### config.mk
export PLATFORM = sky130hd
export DESIGN_NAME = eve_stream_crossover
export DESIGN_NICKNAME = d
export VERILOG_FILES = /design/src/rtl/eve_gene_pkg.sv /design/src/rtl/eve_gene_key_cmp.sv /design/src/rtl/eve_stream_crossover.sv
export SDC_FILE = /design/constraint.sdc
export NUM_CORES = 1
export LEC_CHECK = 0
export ABC_AREA = 1
export CAP_MARGIN = 10
export CORE_ASPECT_RATIO = 1.5
export CORE_MARGIN = 4
export CORE_UTILIZATION = 50
export DETAILED_ROUTE_END_ITERATION = 12
export MAX_ROUTING_LAYER = met4
export PLACE_DENSITY_LB_ADDON = 0.08
export SLEW_MARGIN = 20
export SYNTH_ARGS = -nofsm -noshare
export SYNTH_HDL_FRONTEND = slang
export SYNTH_SLANG_ARGS = --single-unit
### constraint.sdc
create_clock -name clk -period 4.25 [get_ports clk]
set_clock_uncertainty 0.1 [all_clocks]
set_input_delay 0.85 -clock clk [delete_from_list [all_inputs] [get_ports clk]]
set_output_delay 0.85 -clock clk [all_outputs]
set_load 0.01 [all_outputs]
### src/rtl/eve_gene_pkg.sv
// -----------------------------------------------------------------------------
// eve_gene_pkg
// Shared definitions for the NEAT-style gene stream crossover engine:
// gene field offset/width helpers, gene type constants and the crossover
// FSM state encoding.
// Gene layout, MSB..LSB: {id, type, rsvd, src, dst, attr[LANES-1..0]}
// -----------------------------------------------------------------------------
package eve_gene_pkg;

   localparam logic GENE_NODE = 1'b0;
   localparam logic GENE_CONN = 1'b1;

   typedef enum logic [2:0] {
      IDLE    = 3'd0,
      MERGE   = 3'd1,
      DRAIN_A = 3'd2,
      DRAIN_B = 3'd3,
      FLUSH   = 3'd4
   } xover_state_e;

   function automatic int unsigned gene_width(input int unsigned id_w, input int unsigned rsv_w,
                                              input int unsigned key_w, input int unsigned lanes,
                                              input int unsigned lane_w);
      return id_w + 32'd1 + rsv_w + 32'd2 * key_w + lanes * lane_w;
   endfunction

   function automatic int unsigned dst_lsb(input int unsigned lanes, input int unsigned lane_w);
      return lanes * lane_w;
   endfunction

   function automatic int unsigned src_lsb(input int unsigned key_w, input int unsigned lanes,
                                           input int unsigned lane_w);
      return dst_lsb(lanes, lane_w) + key_w;
   endfunction

   function automatic int unsigned type_bit(input int unsigned rsv_w, input int unsigned key_w,
                                            input int unsigned lanes, input int unsigned lane_w);
      return src_lsb(key_w, lanes, lane_w) + key_w + rsv_w;
   endfunction

   function automatic int unsigned id_lsb(input int unsigned rsv_w, input int unsigned key_w,
                                          input int unsigned lanes, input int unsigned lane_w);
      return type_bit(rsv_w, key_w, lanes, lane_w) + 32'd1;
   endfunction

endpackage

### src/rtl/eve_gene_key_cmp.sv
// -----------------------------------------------------------------------------
// eve_gene_key_cmp
// Combinational gene key comparator. Nodes sort before connections; nodes
// compare src only, connections compare src then dst (unsigned).
// Ports: a_type_i/a_src_i/a_dst_i  key of gene A
//        b_type_i/b_src_i/b_dst_i  key of gene B
//        lt_o/eq_o/gt_o            A<B, A==B, A>B (exactly one high)
// -----------------------------------------------------------------------------
module eve_gene_key_cmp
   import eve_gene_pkg::*;
#(
   parameter int unsigned KEY_W = 8
) (
   input  logic             a_type_i,
   input  logic [KEY_W-1:0] a_src_i,
   input  logic [KEY_W-1:0] a_dst_i,
   input  logic             b_type_i,
   input  logic [KEY_W-1:0] b_src_i,
   input  logic [KEY_W-1:0] b_dst_i,
   output logic             lt_o,
   output logic             eq_o,
   output logic             gt_o
);

   // Ordered key comparison: type, then src, then dst for connections only
   always_comb begin
      lt_o = 1'b0;
      eq_o = 1'b0;
      gt_o = 1'b0;
      if (a_type_i != b_type_i) begin
         lt_o = (a_type_i == GENE_NODE);
         gt_o = (a_type_i != GENE_NODE);
      end else if (a_src_i != b_src_i) begin
         lt_o = (a_src_i < b_src_i);
         gt_o = (a_src_i > b_src_i);
      end else if ((a_type_i == GENE_CONN) && (a_dst_i != b_dst_i)) begin
         lt_o = (a_dst_i < b_dst_i);
         gt_o = (a_dst_i > b_dst_i);
      end else begin
         eq_o = 1'b1;
      end
   end

endmodule

### src/rtl/eve_stream_crossover.sv
// -----------------------------------------------------------------------------
// eve_stream_crossover
// Merges two key-sorted parent gene streams (A = fitter, B = other) into one
// child gene stream. Matching genes mix attribute lanes from per-lane random
// slices; disjoint/excess genes come from A, and from B only when keep_b.
// Ports: clk, rst (sync, active-high)
//        start_i, cfg_child_id_i, cfg_thresh_i, cfg_keep_b_i  run control/config
//        rand_in_i                  per-lane random slices
//        a_valid_i/a_ready_o/a_data_i/a_last_i  parent A stream
//        b_valid_i/b_ready_o/b_data_i/b_last_i  parent B stream
//        o_valid_o/o_ready_i/o_data_o           child stream (registered)
//        busy_o, done_o, gene_count_o            run status
// -----------------------------------------------------------------------------
module eve_stream_crossover
   import eve_gene_pkg::*;
#(
   parameter int unsigned ID_W   = 8,
   parameter int unsigned KEY_W  = 8,
   parameter int unsigned RSV_W  = 7,
   parameter int unsigned LANES  = 4,
   parameter int unsigned LANE_W = 8,
   parameter int unsigned RAND_W = 32,
   parameter int unsigned CNT_W  = 16,
   localparam int unsigned GENE_W = gene_width(ID_W, RSV_W, KEY_W, LANES, LANE_W)
) (
   input  logic                    clk,
   input  logic                    rst,
   input  logic                    start_i,
   input  logic [ID_W-1:0]         cfg_child_id_i,
   input  logic [RAND_W-1:0]       cfg_thresh_i,
   input  logic                    cfg_keep_b_i,
   input  logic [LANES*RAND_W-1:0] rand_in_i,
   input  logic                    a_valid_i,
   output logic                    a_ready_o,
   input  logic [GENE_W-1:0]       a_data_i,
   input  logic                    a_last_i,
   input  logic                    b_valid_i,
   output logic                    b_ready_o,
   input  logic [GENE_W-1:0]       b_data_i,
   input  logic                    b_last_i,
   output logic                    o_valid_o,
   input  logic                    o_ready_i,
   output logic [GENE_W-1:0]       o_data_o,
   output logic                    busy_o,
   output logic                    done_o,
   output logic [CNT_W-1:0]        gene_count_o
);

   localparam int unsigned ATTR_W   = LANES * LANE_W;
   localparam int unsigned DST_LSB  = dst_lsb(LANES, LANE_W);
   localparam int unsigned SRC_LSB  = src_lsb(KEY_W, LANES, LANE_W);
   localparam int unsigned TYPE_BIT = type_bit(RSV_W, KEY_W, LANES, LANE_W);
   localparam int unsigned ID_LSB   = id_lsb(RSV_W, KEY_W, LANES, LANE_W);

   xover_state_e        state_q, state_d;
   logic [ID_W-1:0]     cfg_child_id_q, cfg_child_id_d;
   logic [RAND_W-1:0]   cfg_thresh_q, cfg_thresh_d;
   logic                cfg_keep_b_q, cfg_keep_b_d;
   logic                o_valid_q, o_valid_d;
   logic [GENE_W-1:0]   o_data_q, o_data_d;
   logic [CNT_W-1:0]    gene_count_q, gene_count_d;
   logic                busy_q, busy_d;
   logic                done_q, done_d;

   logic                adv_s, lt_s, eq_s, gt_s;
   logic                a_ready_s, b_ready_s, load_s, start_acc_s;
   logic [GENE_W-1:0]   load_data_s, a_out_s, b_out_s, m_out_s;
   logic [ATTR_W-1:0]   mix_attr_s;
   logic                unused_s;

   eve_gene_key_cmp #(.KEY_W(KEY_W)) u_key_cmp (
      .a_type_i (a_data_i[TYPE_BIT]),
      .a_src_i  (a_data_i[SRC_LSB +: KEY_W]),
      .a_dst_i  (a_data_i[DST_LSB +: KEY_W]),
      .b_type_i (b_data_i[TYPE_BIT]),
      .b_src_i  (b_data_i[SRC_LSB +: KEY_W]),
      .b_dst_i  (b_data_i[DST_LSB +: KEY_W]),
      .lt_o     (lt_s),
      .eq_o     (eq_s),
      .gt_o     (gt_s)
   );

   // Parent id fields are always overwritten; gt is implied by !lt && !eq
   assign unused_s = ^{a_data_i[GENE_W-1:ID_LSB], b_data_i[GENE_W-1:ID_LSB], gt_s};

   // Output register can take a new gene when empty or being drained this cycle
   assign adv_s = !o_valid_q || o_ready_i;

   // Lane i goes to B only when its random slice is strictly above the threshold
   for (genvar l = 0; l < LANES; l++) begin : g_lane_mux
      assign mix_attr_s[l*LANE_W +: LANE_W] =
         (rand_in_i[l*RAND_W +: RAND_W] > cfg_thresh_q) ? b_data_i[l*LANE_W +: LANE_W]
                                                        : a_data_i[l*LANE_W +: LANE_W];
   end

   assign a_out_s = {cfg_child_id_q, a_data_i[ID_LSB-1:0]};
   assign b_out_s = {cfg_child_id_q, b_data_i[ID_LSB-1:0]};
   assign m_out_s = {cfg_child_id_q, a_data_i[ID_LSB-1:ATTR_W], mix_attr_s};

   // Next-state, parent handshakes and output-register load selection
   always_comb begin
      state_d     = state_q;
      a_ready_s   = 1'b0;
      b_ready_s   = 1'b0;
      load_s      = 1'b0;
      load_data_s = a_out_s;
      busy_d      = busy_q;
      done_d      = 1'b0;
      start_acc_s = 1'b0;
      case (state_q)
         IDLE: begin
            // busy_q is still high in the done cycle, so a start there is ignored
            if (start_i && !busy_q) begin
               state_d     = MERGE;
               busy_d      = 1'b1;
               start_acc_s = 1'b1;
            end else begin
               busy_d = 1'b0;
            end
         end
         MERGE: begin
            if (a_valid_i && b_valid_i && adv_s) begin
               if (eq_s) begin
                  a_ready_s   = 1'b1;
                  b_ready_s   = 1'b1;
                  load_s      = 1'b1;
                  load_data_s = m_out_s;
               end else if (lt_s) begin
                  a_ready_s   = 1'b1;
                  load_s      = 1'b1;
                  load_data_s = a_out_s;
               end else begin
                  b_ready_s   = 1'b1;
                  load_s      = cfg_keep_b_q;
                  load_data_s = b_out_s;
               end
               if (a_ready_s && a_last_i && b_ready_s && b_last_i) begin
                  state_d = FLUSH;
               end else if (a_ready_s && a_last_i) begin
                  state_d = DRAIN_B;
               end else if (b_ready_s && b_last_i) begin
                  state_d = DRAIN_A;
               end else begin
                  state_d = MERGE;
               end
            end else begin
               state_d = MERGE;
            end
         end
         DRAIN_A: begin
            if (a_valid_i && adv_s) begin
               a_ready_s   = 1'b1;
               load_s      = 1'b1;
               load_data_s = a_out_s;
               state_d     = a_last_i ? FLUSH : DRAIN_A;
            end else begin
               state_d = DRAIN_A;
            end
         end
         DRAIN_B: begin
            if (b_valid_i && adv_s) begin
               b_ready_s   = 1'b1;
               load_s      = cfg_keep_b_q;
               load_data_s = b_out_s;
               state_d     = b_last_i ? FLUSH : DRAIN_B;
            end else begin
               state_d = DRAIN_B;
            end
         end
         FLUSH: begin
            // Last gene must have left the output register before done
            if (adv_s) begin
               done_d  = 1'b1;
               state_d = IDLE;
            end else begin
               state_d = FLUSH;
            end
         end
         default: begin
            state_d = IDLE;
            busy_d  = 1'b0;
         end
      endcase
   end

   // Config latch, output register and saturating gene counter next-state
   always_comb begin
      cfg_child_id_d = cfg_child_id_q;
      cfg_thresh_d   = cfg_thresh_q;
      cfg_keep_b_d   = cfg_keep_b_q;
      o_valid_d      = o_valid_q;
      o_data_d       = o_data_q;
      gene_count_d   = gene_count_q;
      if (start_acc_s) begin
         cfg_child_id_d = cfg_child_id_i;
         cfg_thresh_d   = cfg_thresh_i;
         cfg_keep_b_d   = cfg_keep_b_i;
      end else begin
         cfg_child_id_d = cfg_child_id_q;
      end
      if (load_s) begin
         o_valid_d = 1'b1;
         o_data_d  = load_data_s;
      end else if (o_ready_i) begin
         o_valid_d = 1'b0;
      end else begin
         o_valid_d = o_valid_q;
      end
      if (start_acc_s) begin
         gene_count_d = {CNT_W{1'b0}};
      end else if (load_s && (gene_count_q != {CNT_W{1'b1}})) begin
         gene_count_d = gene_count_q + CNT_W'(1);
      end else begin
         gene_count_d = gene_count_q;
      end
   end

   // State and datapath registers with synchronous reset
   always_ff @(posedge clk) begin
      if (rst) begin
         state_q        <= IDLE;
         cfg_child_id_q <= {ID_W{1'b0}};
         cfg_thresh_q   <= {RAND_W{1'b0}};
         cfg_keep_b_q   <= 1'b0;
         o_valid_q      <= 1'b0;
         o_data_q       <= {GENE_W{1'b0}};
         gene_count_q   <= {CNT_W{1'b0}};
         busy_q         <= 1'b0;
         done_q         <= 1'b0;
      end else begin
         state_q        <= state_d;
         cfg_child_id_q <= cfg_child_id_d;
         cfg_thresh_q   <= cfg_thresh_d;
         cfg_keep_b_q   <= cfg_keep_b_d;
         o_valid_q      <= o_valid_d;
         o_data_q       <= o_data_d;
         gene_count_q   <= gene_count_d;
         busy_q         <= busy_d;
         done_q         <= done_d;
      end
   end

   assign a_ready_o    = a_ready_s;
   assign b_ready_o    = b_ready_s;
   assign o_valid_o    = o_valid_q;
   assign o_data_o     = o_data_q;
   assign busy_o       = busy_q;
   assign done_o       = done_q;
   assign gene_count_o = gene_count_q;

endmodule

## After elaboration in Yosys (flattened, before gate mapping)

Index checks and enable logic that the tools add are counted.

- Shifts and indexed selects: 0
- Magnitude comparators: 6
- Add/sub/neg operators: 1
- Div/mod/pow operators: 0
- Reductions and logical operators: 19
- Multiplexer cells: 51
- Eq/ne operators: 9
- Bitwise logic cells: 2
- Multipliers: 0

Operators by type and width:

| operator | number |
|---|---|
| 56-bit 2-to-1 mux | 4 |
| 32-bit greater-than comparator | 4 |
| 56-bit one-hot mux with 2 select lines | 1 |
| 8-bit 2-to-1 mux | 4 |
| 1-bit 2-to-1 mux | 27 |
| 3-bit 2-to-1 mux | 8 |
| 16-bit by 1-bit adder with 16-bit output (second input constant) | 1 |
| 8-bit < comparator | 2 |
| 16-bit != test (second input constant) | 1 |
| 8-bit != test | 2 |
| 3-bit one-hot mux with 5 select lines | 1 |
| 1-bit logical AND | 11 |
| 3-bit by 2-bit equality test with 1-bit output (second input constant) | 2 |
| 1-bit one-hot mux with 2 select lines | 3 |
| 2-bit 2-to-1 mux | 2 |
| 2-bit OR reduction | 2 |
| 4-bit OR reduction | 1 |
| 3-bit by 1-bit equality test with 1-bit output (second input constant) | 1 |
| 3-bit equality test (second input constant) | 1 |
| 3-bit zero test | 1 |
| 1-bit one-hot mux with 3 select lines | 1 |
| 1-bit zero test | 2 |
| 2-bit != test (second input constant) | 1 |
| 1-bit NOT | 2 |
| 3 further kinds | 3 |

- Bits in writable memories: 0
- Flip-flop bits (word level): 127
- Input bits: 305
- Word-level logic and storage cells: 97
- Memory bits (read-only): 0
- Memories: 0
- Bits in latches: 0

## Logic depth before layout (Yosys ltp)

Gate-level depths: netlist of run 1.

- Word-level depth: 15
- Gate-level depth with buffers: 19

## Cells and area by module

From an unflattened synthesis of run 1, not the netlist that was laid out.

- Cells, all modules: 1622
- Area total of the unflattened synthesis: 10430.0 um^2

Modules (own cells, without submodules):

| module | area an instance (um^2) | sequential area each (um^2) | instances | cells each |
|---|---|---|---|---|
| eve_stream_crossover | 9900.7 | 2542.4 | 1 | 1527 |
| eve_gene_key_cmp | 529.3 | 0.0 | 1 | 95 |

## Least setup slack after synthesis of run 1

OpenSTA, ideal clock, no wires.

- Path type: in2out
- From: input b_data_i[47]
- To: output a_ready_o
- Arrival time: 2.037 ns
- Data required time: 3.300 ns
- Stages on the path: 12
- Buffers on the path: 0
- Path slack: 1.263 ns
- Path through: inv_1 > ha_1 > nand2_1 > nor2_2 > nand3_1 > nor2_1 > nand3_1 > nand3_1 > nand2_2 > nand2_2 > nand2_2 > nand2_1

- Word-level cells in the longest chain between the ends: 9
- Elaborated cells on any way between the ends: 12
- Those cells by class: 1 x order compare; 1 x eq/ne; 10 x mux

Ends and longest elaborated chain:

| what | line | RTL |
|---|---|---|
| start: declaration | eve_stream_crossover.sv:39 | `input logic [GENE_W-1:0] b_data_i,` |
| 8-bit < comparator or 8-bit != test (tied branches) | eve_gene_key_cmp.sv:34, eve_gene_key_cmp.sv:33 |  |
| 1-bit 2-to-1 mux | eve_gene_key_cmp.sv:33 | `end else if (a_src_i != b_src_i) begin` |
| 1-bit 2-to-1 mux | eve_gene_key_cmp.sv:30 | `if (a_type_i != b_type_i) begin` |
| 1-bit 2-to-1 mux | eve_stream_crossover.sv:128 | `end else if (lt_s) begin` |
| 1-bit 2-to-1 mux (*) | eve_stream_crossover.sv:123 | `if (eq_s) begin` |
| 1-bit 2-to-1 mux (*) | eve_stream_crossover.sv:122 | `if (a_valid_i && b_valid_i && adv_s) begin` |
| 1-bit 2-to-1 mux (*) | eve_stream_crossover.sv:110 | `case (state_q)` |
| 1-bit 2-to-1 mux (*) | eve_stream_crossover.sv:122 |  |
| 1-bit one-hot mux with 2 select lines (*) | eve_stream_crossover.sv:110 |  |
| end: declaration | eve_stream_crossover.sv:34 | `output logic a_ready_o,` |

Every way passes the cells marked *; elsewhere a longest branch is shown, timed or not. The select of a mux whose other input is x is not followed.

## Worst setup path in the final report of run 1

Ends and elaborated chain as after synthesis.

==> results of run 1 <==
[power breakdown]
part / internal, W / leakage, nW / switching [W]
Combinational: 0.000650 / 5.68 / 0.000752
Clock: 0.00101 / 0.309 / 0.000614
Sequential: 0.00127 / 1.04 / 0.0000343
Total: 0.00293 / 7.02 / 0.00140
[kinds of logic (layout without fill, tap and decap cells)]
family | after synthesis | in the layout | share of synthesized area
buffers and inverters | 330 | 684 | 0.125
xor gates and xnor gates | 13 | 13 | 0.0104
adders and majority gates | 146 | 146 | 0.167
and+or+nand+nor | 635 | 635 | 0.251
other | 0 | 4 | 0
AOI/OAI and AO/OA | 445 | 445 | 0.214
DFF | 127 | 127 | 0.233
[routing by layer]
| layer | track usage | vias to the layer above | wire, um |
|---|---|---|---|
| li1 | - | 6248 | - |
| met4 | 0.118 | 0 | 1360 |
| met3 | 0.0790 | 74 | 3170 |
| met5 | - | - | 0 |
| met1 | 0.331 | 5633 | 14000 |
| met2 | 0.552 | 458 | 19300 |
[state kept, by name, indices dropped and copies added, names as in the netlist]
signal	flops
o_data_o	64
cfg_thresh_q	32
gene_count_o	16
cfg_child_id_q	8
state_q	3
busy_o	1
cfg_keep_b_q	1
done_o	1
o_valid_o	1
[timing repair]
action | 4_1_cts | 5_1_grt
gates resized for setup | 0 | 2
setup endpoints to repair | 0 | 2
hold buffers | 0 | 0
[path summary, 6_finish.rpt]
path | startpoint | to | slack [ps] | cells past startpoint
max | b_data_i[47] | a_ready_o | 450 | 14
min reg2reg | cfg_child_id_q[7] | cfg_child_id_q[7] | 360 | 2
max reg2reg | state_q[2] | gene_count_o[14] | 930 | 12
min | cfg_child_id_q[7] | cfg_child_id_q[7] | 360 | 2
[area by class of cell]
| cell class | instances | area [um^2] | share of cell area |
|---|---|---|---|
| multi-input combinational | 1239 | 7040 | 0.455 |
| timing repair buffer | 390 | 3900 | 0.253 |
| sequential | 127 | 2540 | 0.164 |
| inverter | 262 | 983 | 0.0636 |
| clock buffer | 18 | 439 | 0.0284 |
| tap | 272 | 340 | 0.0220 |
| clock inverter | 14 | 201 | 0.0130 |
| antenna | 4 | 10.0 | 0.000647 |
[stage by stage]
| step | hold WS [ps] | area (um^2) | cells |
|---|---|---|---|
| global placement | 346 | 14800 | 2290 |
| detailed placement | 350 | 14800 | 2290 |
| CTS | 362 | 15400 | 2322 |
| global route | 383 | 15500 | 2326 |
| finish | 361 | 15500 | 2326 |
| floorplan | 330 | 10900 | 1696 |
[synthesized netlist by cell type]
master,instances
nand2_1,374
inv_1,236
a21oi_1,205
o21ai_0,174
ha_1,146
dfxtp_1,127
nor2_1,100
nand3_1,99
clkbuf_1,36
inv_2,24
o21ai_1,24
a21oi_2,16
nand2_2,14
nand4_1,13
nand3_2,11
buf_2,10
o22ai_1,10
xor2_1,10
buf_6,8
o21a_1,8
a21o_1,7
buf_4,7
nor3_1,7
buf_1,5
nor2_4,4
nor2_2,3
xnor2_1,3
buf_8,2
clkinv_1,2
nand3b_1,2
nor4_1,2
a31oi_1,1
and3b_1,1
nand3_4,1
nor3_2,1
nor3b_1,1
nor3b_2,1
or2_2,1
[worst max-delay path, cell delays in order]
cell and delay, ps:
clkdlybuf4s50_1 480, inv_1 80, ha_1 320, nand2_1 70, nor2_2 160, nand3_1 120
nor2_1 100, nand3_1 80, nand3_1 90, nand2_2 70, nand2_2 80, nand2_2 70
nand2_1 80, dlymetal6s2s_1 200
==> summary.txt, run 1 <==
Layout
  – Layout cells sized above 1: 0.0629
  – Commonest non-fill, non-tap cell in the layout: nand2_1
  – Area growth syn-to-layout: 41.5%
  – Nets: 2488
  – Utilization after layout: 0.715
  – Commonest cells after routing, fill and taps aside: 374 x nand2_1, 371 x clkdlybuf4s50_1, 234 x inv_1
  – Filler cell count: 1904

CTS
  – CTS Sinks: 127
  – CTS tree: built
  – CTS Buffer Depth: 2
  – H-Tree Depth: 4
  – Worst-path clk slew: 60 ps
  – Root buf cell: clkbuf_16
  – Post-CTS Setup Repair Bufs: 0
  – Clk_lat worst skew: 430 ps
  – Number of CTS-inserted buffers: 17

Drt
  – Vias per cell: 5.34
  – Pre-antenna DRT Iters: 5
  – Final wirelength: 37800 um
  – Residual DRC: 0
  – Antenna Nets Post-Route: 0
  – DR vias: 12400
  – Routed len/inst: 16.3 um
  – DRT iter0 DRCs: 611

Timing
  – Worst-Margin Slew: 1020 ps
  – Achievable Freq: 0.263 GHz
  – Hold Vio Cnt, Final: 0
  – Unrepaired setup endpoints after global routing: false
  – Min setup slack post-route: 446 ps
  – Count of final max-slew check failures: 0
  – Final min period: 3800 ps
  – Setup Viol. Count Final: 0
  – Slew margin rel.: 0.316
  – TNS Setup: 0 ps
  – Period Utilization, post-route: 0.895

Yosys
  – Synth area leader: dfxtp_1
  – Seq/Total Area, Yosys: 0.233
  – Synth Register Bits: 127
  – Distinct cell type count after synthesis: 38
  – Largest cells by area after synthesis: dfxtp_1 23%, ha_1 17%, nand2_1 13%
  – Mapped Avg Cell Area: 6.44 um^2
  – Ys Warns: 0
  – Cell Area, Synth: 10900 um^2
  – Cell count after synthesis: 1696
  – Synthesized net count: 2147
  – Synth top area share: 0.233

Global routing
  – Largest net degree at the start of global routing: 97
  – First-pass GRT wire length: 59800 um
  – Vias in the first global route: 12200
  – Gr usage total: 0.313
  – Antenna violations before repair: 4
  – Overflow after GRT: 0

Die
  – Die width: 129 um
  – Die Y: 189 um
  – DIE AREA: 24300 um^2
  – Row cnt: 66
  – IO Pins: 390
  – Core area: 21600 um^2
  – Starting Density: 0.505

Setup path
  – Crit path DAT: 2850 ps
  – CP endpoint kind: output port
  – CP Max Fanout: 3
  – Crit path required time: 3300 ps
  – Nature of the critical path startpoint: input pin
  – CP Class: input pin to output port

Place
  – PortBufs: 373
  – Gpl congestion: 0.961
  – Setup WS pre-CTS: 69.2 ps
  – HPWL after DPL: 29100 um

Power and ir drop
  – Peak supply drop: 0.278 mV
  – P_leak: 7.02 nW
  – Cell Pwr Density: 280 nW/um^2
  – Total power: 0.00433 W

Outcome
  – Status: completed

Flow run
  – Max-cap viol count: 0

Worst hold path
  – Hold WC Path Type: flip-flop to flip-flop
(Power assumes the default switching activity.)
==> inputs of run 2 (changes only) <==
--- a/config.mk
+++ b/config.mk
@@ -5,14 +5,14 @@
 export SDC_FILE = /design/constraint.sdc
 export NUM_CORES = 1
 export LEC_CHECK = 0
-export ABC_AREA = 1
+export ABC_AREA = 0
 export CAP_MARGIN = 10
-export CORE_ASPECT_RATIO = 1.5
-export CORE_MARGIN = 4
-export CORE_UTILIZATION = 50
+export CORE_AREA = 4 4 151 153
 export DETAILED_ROUTE_END_ITERATION = 12
+export DIE_AREA = 0 0 155 157
 export MAX_ROUTING_LAYER = met4
 export PLACE_DENSITY_LB_ADDON = 0.08
+export SKIP_CTS_REPAIR_TIMING = 1
 export SLEW_MARGIN = 20
 export SYNTH_ARGS = -nofsm -noshare
 export SYNTH_HDL_FRONTEND = slang
==> run 2 against run 1 <==
Register-to-register slack better by 380 ps. Maximum frequency down 6.9%. Synthesized cell count down 37%. Cell count down 25%. Via count down 27%. Cell area down 13%. Sequential power about the same. Total power down 14%. Critical path depth down 3. Non-clock buffer count up 2. Combinational power down 29%. Worst setup slack worse by 280 ps. Critical path type unchanged. Critical endpoint is now b_ready_o. Highest routed layer unchanged.
==> summary.txt, run 2 <==
Outcome
  – Status: completed

Flow run
  – Max-cap viol count: 0 (unchanged)

Layout
  – Commonest non-fill, non-tap cell in the layout: clkdlybuf4s50_1
  – Filler cell count: 1987 (+4.4%)
  – Nets: 1888 (-24%)
  – Final non-filler cell total: 1733 (-25%)
  – Layout cells sized above 1: 0.0634 (+0.000521)
  – Area growth syn-to-layout: 52.6%
  – Commonest cells after routing, fill and taps aside: 370 x clkdlybuf4s50_1, 152 x nand2_1, 146 x ha_1
  – Max reg flops: 64 (unchanged)

Drt
  – Final wirelength: 29600 um (-22%)
  – Antenna Nets Post-Route: 0 (unchanged)
  – Max Used Layer: met4
  – Met2 wire length: 14600 um (-24%)
  – DR vias: 9047 (-27%)
  – Residual DRC: 0 (unchanged)
  – Wl on met1: 12100 um (-13%)
  – Routed len/inst: 17.1 um (+5.0%)
  – Length of routed met3 wiring: 2220 um (-30%)
  – Vias per cell: 5.22 (-2.2%)
  – DRT iter0 DRCs: 367 (-40%)
  – Pre-antenna DRT Iters: 5 (unchanged)

Global routing
  – Overflow after GRT: 0 (unchanged)
  – Vias in the first global route: 8934 (-27%)
  – First-pass GRT wire length: 45600 um (-24%)
  – Antenna violations before repair: 2 (-2)
  – Gr usage total: 0.243 (-0.0699)
  – Largest net degree at the start of global routing: 68 (-30%)

Setup path
  – CP endpoint kind: output port
  – CP Class: input pin to output port
  – CP Max Fanout: 3 (unchanged)
  – Crit path required time: 3300 ps (about the same)
  – Crit path DAT: 3130 ps (+280 ps)
  – Nature of the critical path startpoint: input pin

Yosys
  – Cell Area, Synth: 8850 um^2 (-19%)
  – Distinct cell type count after synthesis: 57 (+50%)
  – Post-synth ARST share: 0 (unchanged)
  – Ys Warns: 0 (unchanged)
  – Post-synth EDFFs: 0 (unchanged)
  – Largest cells by area after synthesis: dfxtp_1 29%, ha_1 21%, a21oi_1 7.7%
  – Synthesized net count: 1527 (-29%)
  – Synth Flop Type: dfxtp_1
  – Synth top area share: 0.287 (+0.0546)
  – Seq/Total Area, Yosys: 0.287 (+0.0546)
  – Mapped Avg Cell Area: 8.22 um^2 (+28%)
  – Synth top cells by count: 153 x nand2_1, 146 x ha_1, 136 x a21oi_1
  – Synth area leader: dfxtp_1
  – Synth Register Bits: 127 (unchanged)
  – Cell count after synthesis: 1076 (-37%)
  – Most frequent cell after synthesis: nand2_1

Timing
  – Count of final max-slew check failures: 0 (unchanged)
  – TNS Setup: 0 ps (unchanged)
  – Worst hold slack: 353 ps (-8.10 ps)
  – Hold Vio Cnt, Final: 0 (unchanged)
  – Min setup slack post-route: 166 ps (-280 ps)
  – Achievable Freq: 0.245 GHz (-6.9%)
  – Final min period: 4080 ps (+280 ps)
  – Unrepaired setup endpoints after global routing: false
  – Slew margin rel.: 0.414 (+0.0979)
  – Worst-Margin Slew: 876 ps (-149 ps)
  – Setup Viol. Count Final: 0 (unchanged)
  – Period Utilization, post-route: 0.961 (+0.0659)

Die
  – Row cnt: 54 (-18%)
  – IO Pins: 390 (unchanged)
  – DIE AREA: 24300 um^2 (about the same)
  – Starting Density: 0.411 (-0.0944)
  – Die width: 155 um (+20%)
  – Core area: 21600 um^2 (-0.38%)
  – Die Y: 157 um (-17%)

CTS
  – CTS Sinks: 127 (unchanged)
  – CTS Buffer Depth: 2 (unchanged)
  – CTS tree: built
  – Clk_lat worst skew: 430 ps (about the same)
  – H-Tree Depth: 4 (unchanged)
  – Worst-path clk slew: 60 ps (about the same)
  – Root buf cell: clkbuf_16
  – Number of CTS-inserted buffers: 17 (unchanged)

Worst hold path
  – Hold WC Path Type: flip-flop to flip-flop

Power and ir drop
  – P_leak: 5.37 nW (-24%)
  – Cell Pwr Density: 275 nW/um^2 (-1.7%)
  – Peak supply drop: 0.279 mV (+0.45%)

Place
  – HPWL after DPL: 24000 um (-18%)
  – PortBufs: 373 (unchanged)
  – Setup WS pre-CTS: -134 ps (-203 ps)
  – DP Cell Count: 1698 (-26%)
  – Gpl congestion: 0.888 (-7.6%)
[run 2: cell types whose count changed after synthesis, sizes merged, moves of 18 or more]
cell / previous run / this run
mux2i: 0 / 42
a21oi: 221 / 138
nand3: 111 / 23
inv: 260 / 56
nand4: 13 / 31
a211oi: 0 / 60
o21ai: 198 / 33
nand2: 388 / 153
[run 2: per-layer routing]
layer	track usage	up-vias
li1	-	4625
met5	-	-
met2	0.417	285
met3	0.0671	31
met4	0.0694	0
met1	0.278	4106
[run 2: worst max-delay path: stages]
cell             delay, ps
clkdlybuf4s50_1        450
inv_1                   50
ha_1                   300
a21oi_1                150
nand2_1                 70
a2111o_1               430
or3_1                  310
a22o_1                 220
nand2_1                 70
nand2_1                 50
dlymetal6s2s_1         180
[run 2: cell families (layout without fill, tap and decap cells)]
logic type / count (synthesis) / count (layout) / synth area share
fa+ha+maj: 146 / 146 / 0.206
buf+inv: 106 / 480 / 0.0523
xor+xnor: 6 / 6 / 0.00594
other cells: 0 / 3 / 0
flops: 127 / 127 / 0.287
simple gates: 364 / 364 / 0.186
compound gates: 285 / 285 / 0.215
mux: 42 / 42 / 0.0475
[run 2: final cells by class]
cell class / instances / area [um^2] / share of cell area
Multi-Input combinational cell: 843 / 5860 / 0.434
Sequential cell: 127 / 2540 / 0.188
Inverter: 56 / 210 / 0.0156
Timing Repair Buffer: 392 / 3940 / 0.292
Antenna cell: 3 / 7.51 / 0.000556
Clock inverter: 15 / 168 / 0.0124
Tap cell: 280 / 350 / 0.0259
Clock buffer: 17 / 425 / 0.0315
[run 2: worst paths after layout]
check / start / to / slack (ps) / cells after the start
setup / recovery: b_data_i[38] / b_ready_o / 170 / 11
hold / removal: cfg_thresh_q[3] / cfg_thresh_q[3] / 350 / 2
setup reg to reg: cfg_thresh_q[7] / o_data_o[6] / 1310 / 11
hold reg to reg: cfg_thresh_q[3] / cfg_thresh_q[3] / 350 / 2
[run 2: power by group]
part / leakage [nW] / internal [W] / total [W] / switching [W]
registers: 1.03 / 0.00125 / 0.00128 / 0.0000331
clock network: 0.286 / 0.000787 / 0.00144 / 0.000656
logic: 4.05 / 0.000531 / 0.000991 / 0.000460
[run 2: stage by stage]
step                utilization  total power, W  instance area [um^2]
detailed placement        0.598         0.00231                 12900
global route              0.626         0.00394                 13500
finish                    0.626         0.00372                 13500
floorplan                     -         0.00181                  8850
global placement          0.598         0.00228                 12900
CTS                       0.626         0.00376                 13500
==> inputs of run 3 (changes only) <==
--- a/config.mk
+++ b/config.mk
@@ -13,7 +13,7 @@
 export MAX_ROUTING_LAYER = met4
 export PLACE_DENSITY_LB_ADDON = 0.08
 export SKIP_CTS_REPAIR_TIMING = 1
-export SLEW_MARGIN = 20
+export SLEW_MARGIN = 15
 export SYNTH_ARGS = -nofsm -noshare
 export SYNTH_HDL_FRONTEND = slang
 export SYNTH_SLANG_ARGS = --single-unit
==> results of run 3 <==
No change in the layout: final DEF, timing and power equal those of run 2.
